$ cat src/rtl/bus_timer_irq_if.sv
// Core-side external bus of the 65C02: address, write data and
// write enable from the core, registered read data and select back.
interface bus_timer_irq_if;
    logic [15:0] AB;
    logic [7:0]  DO;
    logic        WE;
    logic [7:0]  DI;
    logic        sel;

    modport master (
        output AB, DO, WE,
        input  DI, sel
    );

    modport slave (
        input  AB, DO, WE,
        output DI, sel
    );
endinterface

$ cat src/rtl/bus_timer_irq.sv
// 8-byte register window on the 65C02 bus: prescaled 16-bit
// down-counter timer plus a 4-line edge-latched interrupt collector.
module bus_timer_irq #(
    parameter logic [15:0] BASE = 16'hFE00,
    parameter int          NEXT = 4
) (
    input  logic            clk,
    input  logic            reset,
    bus_timer_irq_if.slave  bus,
    input  logic [NEXT-1:0] ext_irq,
    output logic            irq
);
    localparam logic [2:0] R_CNT_LO = 3'd0;
    localparam logic [2:0] R_CNT_HI = 3'd1;
    localparam logic [2:0] R_CTRL   = 3'd2;
    localparam logic [2:0] R_STATUS = 3'd3;
    localparam logic [2:0] R_PSC    = 3'd4;

    logic [15:0]     counter;
    logic [15:0]     reload;
    logic [7:0]      shadow;
    logic [7:0]      prescale;
    logic [7:0]      psc;
    logic [7:0]      ctrl;
    logic [7:0]      ctrl_n;
    logic            flag;
    logic [NEXT-1:0] pending;
    logic [NEXT-1:0] ext_d;
    logic [7:0]      rdata;

    logic       hit;
    logic [2:0] off;
    logic       wr;
    logic       rd;
    logic       wr_lo;
    logic       wr_hi;
    logic       wr_ctrl;
    logic       wr_stat;
    logic       wr_psc;
    logic       tick;
    logic       uf;

    assign hit     = (bus.AB[15:3] == BASE[15:3]);
    assign off     = bus.AB[2:0];
    assign wr      = hit & bus.WE;
    assign rd      = hit & ~bus.WE;
    assign wr_lo   = wr & (off == R_CNT_LO);
    assign wr_hi   = wr & (off == R_CNT_HI);
    assign wr_ctrl = wr & (off == R_CTRL);
    assign wr_stat = wr & (off == R_STATUS);
    assign wr_psc  = wr & (off == R_PSC);

    // A CNT_HI write reloads the counter, so any tick that cycle is dropped.
    assign tick = ctrl[0] & (psc == 8'd0);
    assign uf   = tick & ~wr_hi & (counter == 16'd0);

    // Register read mux for the current address.
    always_comb begin
        rdata = 8'h00;
        case (off)
            R_CNT_LO: rdata = counter[7:0];
            R_CNT_HI: rdata = shadow;
            R_CTRL:   rdata = ctrl;
            R_STATUS: rdata = {pending, 3'b000, flag};
            R_PSC:    rdata = prescale;
            default:  rdata = 8'h00;
        endcase
    end

    // Next CTRL: written value, forced run on CNT_HI load, stop on one-shot underflow.
    always_comb begin
        ctrl_n = ctrl;
        if (wr_ctrl)
            ctrl_n = bus.DO & 8'hF7;
        if (wr_hi)
            ctrl_n[0] = 1'b1;
        if (uf & ~ctrl[1])
            ctrl_n[0] = 1'b0;
    end

    // Read data and select follow the address by exactly one cycle.
    always_ff @(posedge clk) begin
        if (reset) begin
            bus.DI  <= 8'h00;
            bus.sel <= 1'b0;
        end else begin
            bus.sel <= hit;
            bus.DI  <= rd ? rdata : 8'h00;
        end
    end

    // Software-written configuration and the coherent-read shadow.
    always_ff @(posedge clk) begin
        if (reset) begin
            reload   <= 16'h0000;
            prescale <= 8'h00;
            shadow   <= 8'h00;
            ctrl     <= 8'h00;
        end else begin
            if (wr_lo)
                reload[7:0] <= bus.DO;
            if (wr_hi)
                reload[15:8] <= bus.DO;
            if (wr_psc)
                prescale <= bus.DO;
            if (rd && off == R_CNT_LO)
                shadow <= counter[15:8];
            ctrl <= ctrl_n;
        end
    end

    // Prescaler divides clk by PRESCALE+1 while running.
    always_ff @(posedge clk) begin
        if (reset)
            psc <= 8'h00;
        else if (wr_hi)
            psc <= 8'h00;
        else if (ctrl[0])
            psc <= (psc == 8'd0) ? prescale : psc - 8'd1;
    end

    // Main counter: load on CNT_HI write, count down on ticks.
    always_ff @(posedge clk) begin
        if (reset)
            counter <= 16'h0000;
        else if (wr_hi)
            counter <= {bus.DO, reload[7:0]};
        else if (tick) begin
            if (counter != 16'd0)
                counter <= counter - 16'd1;
            else if (ctrl[1])
                counter <= reload;
        end
    end

    // Status bits: new events beat a same-cycle write-1-to-clear.
    always_ff @(posedge clk) begin
        if (reset) begin
            flag    <= 1'b0;
            pending <= '0;
            ext_d   <= '0;
        end else begin
            flag    <= (flag & ~(wr_stat & bus.DO[0])) | uf;
            pending <= (pending & ~({NEXT{wr_stat}} & bus.DO[7:4]))
                     | (ext_irq & ~ext_d);
            ext_d   <= ext_irq;
        end
    end

    // Registered interrupt request from enabled sources.
    always_ff @(posedge clk) begin
        if (reset)
            irq <= 1'b0;
        else
            irq <= (flag & ctrl[2]) | (|(pending & ctrl[7:4]));
    end
endmodule
$ cat src/flat_wrapper.sv
// flat-port wrapper written by rule: the top's interface ports become plain ports
module bus_timer_irq_flat 
#(
    parameter logic [15:0] BASE = 16'hFE00,
    parameter int          NEXT = 4
)
  (clk, reset, ext_irq, irq, bus_AB, bus_DO, bus_WE, bus_DI, bus_sel);
  bus_timer_irq_if bus_i ();
  input  logic clk;
  input  logic reset;
  input  logic [NEXT-1:0] ext_irq;
  output logic irq;
  input wire logic [$bits(bus_i.AB)-1:0] bus_AB;
  input wire logic [$bits(bus_i.DO)-1:0] bus_DO;
  input wire logic [$bits(bus_i.WE)-1:0] bus_WE;
  output wire logic [$bits(bus_i.DI)-1:0] bus_DI;
  output wire logic [$bits(bus_i.sel)-1:0] bus_sel;
  assign bus_i.AB = bus_AB;
  assign bus_i.DO = bus_DO;
  assign bus_i.WE = bus_WE;
  assign bus_DI = bus_i.DI;
  assign bus_sel = bus_i.sel;
  bus_timer_irq #(.BASE(BASE), .NEXT(NEXT)) u_core (.clk(clk), .reset(reset), .bus(bus_i), .ext_irq(ext_irq), .irq(irq));
endmodule
$ cat config.mk
export PLATFORM = sky130hd
export DESIGN_NAME = bus_timer_irq_flat
export DESIGN_NICKNAME = d
export VERILOG_FILES = /design/src/rtl/bus_timer_irq_if.sv /design/src/rtl/bus_timer_irq.sv /design/src/flat_wrapper.sv
export SDC_FILE = /design/constraint.sdc
export NUM_CORES = 1
export LEC_CHECK = 0
export BUFFER_PORTS_ARGS = -buffer_cell sky130_fd_sc_hd__buf_2
export CORE_ASPECT_RATIO = 0.8
export CORE_MARGIN = 10
export CORE_UTILIZATION = 63
export CTS_CLUSTER_DIAMETER = 40
export DETAILED_ROUTE_END_ITERATION = 6
export GPL_ROUTABILITY_DRIVEN = 0
export PLACE_DENSITY_LB_ADDON = 0.08
export SLEW_MARGIN = 10
export SYNTH_ARGS = -nofsm -noshare
export SYNTH_HDL_FRONTEND = slang
export SYNTH_SLANG_ARGS = --single-unit
$ cat constraint.sdc
create_clock -name clk -period 6.1 [get_ports clk]
set_input_delay 0.915 -clock clk [delete_from_list [all_inputs] [get_ports clk]]
set_output_delay 0.915 -clock clk [all_outputs]
set_load 0.01 [all_outputs]
==> qor.txt <==
Outcome = completed
Min Clock Period, post-route = 3260 ps
Top_reg_cell synth = dfxtp_1
Clk_lat worst skew = 360 ps
Syn Nets = 530
Setup ws final = 2840 ps
Commonest non-fill, non-tap cell in the layout = dfxtp_1
Fin. Hold Viols = 0
Sequential share of power = 55.3%
Mapped Area = 3950 um^2
P_leak = 1.77 nW
Placeable Area = 6010 um^2
Final instance area = 4370 um^2
Async SR Flop Fraction = 0%
Total global-route track usage = 23.5%
Routed length per placed instance = 18.8 um
DRC errors left = 0
Number of synthesized register bits = 82
Clk buf depth = 2
# diodes = 0
Hpwl dp = 8.25 mm
Hold_sp = u_core.reload[9]
Global-route wire length before repair = 18.7 mm
Most frequent cells in the layout = dfxtp_1, nand2_1, a21oi_1
Clk pin slew, worst setup/hold paths = 80 ps
# Max-Cap Violations = 0
Vias per inst = 6.40
Critical Path Start = bus_AB[4]
Min Hold Slack = 453 ps
I/O Buffers = 40
Number of hold buffers added after CTS = 0
Clock sinks = 82
Pwr Density = 224 nW/um^2
Post-CTS Setup Bufs = 0
Fmax = 307 MHz
Layout Skew = 6.47 ps
Final wirelength = 11.5 mm
Post-synthesis sequential area ratio = 41.5%
Die H = 90.8 um
Slew headroom = 27.5%
Net switching power = 0.000227 W
Setup crit end kind = flop
CTS resizes = 0
TritonCTS Buffers = 9
Largest net degree at the start of global routing = 60
Die width = 109 um
Initial drt markers = 497
Pins Over Slew Limit = 0
Router iterations before antenna repair = 5
Fin Setup TNS = 0 ps
Critical setup path kind = in2reg
Die ar. = 9860 um^2
Yosys top cell by area = dfxtp_1
EDFF count, synth = 0
Ranking of synthesized cells by area = dfxtp_1, a21oi_1, nand2_1
Layout cell share with drive strength beyond 1 = 12.8%
Fill cells = 501
Sw Ratio = 23.3%
RSZ-0062 raised after global routing = false
Routed vias = 3911
CTS root buf = clkbuf_8
Post-synth top area share = 41.5%
Mean Syn Cell Area = 7.98 um^2
Nets = 561
CTS H-Tree Depth = 3
Setup crit start kind = input pin
CTS tree = built
Setup Slack @ Placement = 2510 ps
Internal power = 0.000750 W
Final setup violation count = 0
Tcrit/Tclk final = 53.4%
Initial antenna violation count = 0
Vias in the first global route = 3668
Worst-Margin Slew = 1090 ps
VDD IR max = 0.170 mV
Arrival time worst endpoint = 3510 ps
Worst r2r src = u_core.psc[3]
Distinct cells, synth = 56
Synth Instances = 495
Power share of the clock group = 39.9%
Rows = 25
GRT overflow = 0
Boundary pin count = 41
Antenna-violating nets left = 0
Final core utilization = 72.8%
Critical Path RT = 6350 ps
CP max FO = 18
Area Overhead vs Synth = 10.5%
Worst min path class = reg2reg
Placed cell area = 4180 um^2
Synth warnings = 0
Starting Density = 65.8%
Combinational fraction of design power = 4.8%
area by class of cell:
| type | instances | area, um^2 | share of cell area, % |
|---|---|---|---|
| inverters | 12 | 45.0 | 1.03 |
| repair buffers | 40 | 200 | 4.58 |
| multi-input cells | 381 | 2190 | 50.1 |
| clock inverters | 5 | 55.1 | 1.26 |
| well taps | 81 | 101 | 2.32 |
| clock buffers | 10 | 138 | 3.15 |
| flip-flops and latches | 82 | 1640 | 37.6 |
power by group through the flow:
stage / logic (W) / registers [W] / clock network [W]
5_1_grt: 0.0000511 / 0.000541 / 0.000413
3_3_place_gp: 0.0000449 / 0.000553 / 0
2_1_floorplan: 0.0000239 / 0.000552 / 0
4_1_cts: 0.0000459 / 0.000540 / 0.000390
3_5_place_dp: 0.0000457 / 0.000553 / 0
6_report: 0.0000471 / 0.000541 / 0.000390
logic make-up after synthesis:
group	share of synthesized area, %
xor gates and xnor gates	0.887
AOI/OAI and AO/OA	19.6
muxes	5.19
adders and majority gates	1.27
DFF	41.5
and+or+nand+nor	28.4
buffers and inverters	3.10
Yosys cell counts, drive strengths merged (3+ instances only):
master / count
a211o: 3
a211oi: 3
a21oi: 61
a22oi: 10
a31oi: 8
and2: 6
and3: 9
buf: 4
clkbuf: 16
dfxtp: 82
ha: 4
inv: 12
mux2i: 16
nand2: 77
nand2b: 11
nand3: 18
nand4: 3
nor2: 56
nor2b: 5
nor3: 15
nor4: 5
o21ai: 22
o31ai: 5
or3: 4
or4: 8
path summary, 6_finish.rpt:
| path | slack [ps] | to | cells after the start |
|---|---|---|---|
| worst max-delay path | 2840 | u_core.counter[5] | 7 |
| worst min-delay path | 450 | u_core.reload[9] | 2 |
| worst max register to register | 3230 | u_core.counter[8] | 5 |
| worst min register to register | 450 | u_core.reload[9] | 2 |
flip-flops by register name (all words and copies together) (netlist names):
signal and count:
u_core.psc 8, u_core.pending 4, u_core.shadow 8, u_core.flag 1, u_core.bus.sel 1, u_core.reload 16
u_core.ext_d 4, u_core.irq 1, u_core.bus.DI 8, u_core.prescale 8, u_core.counter 16, u_core.ctrl 7
per-stage QoR:
step	power (W)	std cells
global route	0.00100	611
CTS	0.000976	611
finish	0.000977	611
global placement	0.000598	596
detailed placement	0.000599	596
floorplan	0.000576	495
worst max-delay path, stage by stage:
cell and delay, ps:
buf_2 90, or4_4 550, nor4_4 410, nand3_2 410, nand2b_1 600, nor3_1 160
a221o_1 360
layer usage:
metal / global-route usage [%] / routed length, um
met5: 0 / 0
met1: 32.5 / 5010
met4: 7.57 / 227
met2: 33.4 / 4800
met3: 7.77 / 1450
Power figures use the tool's default switching activity.
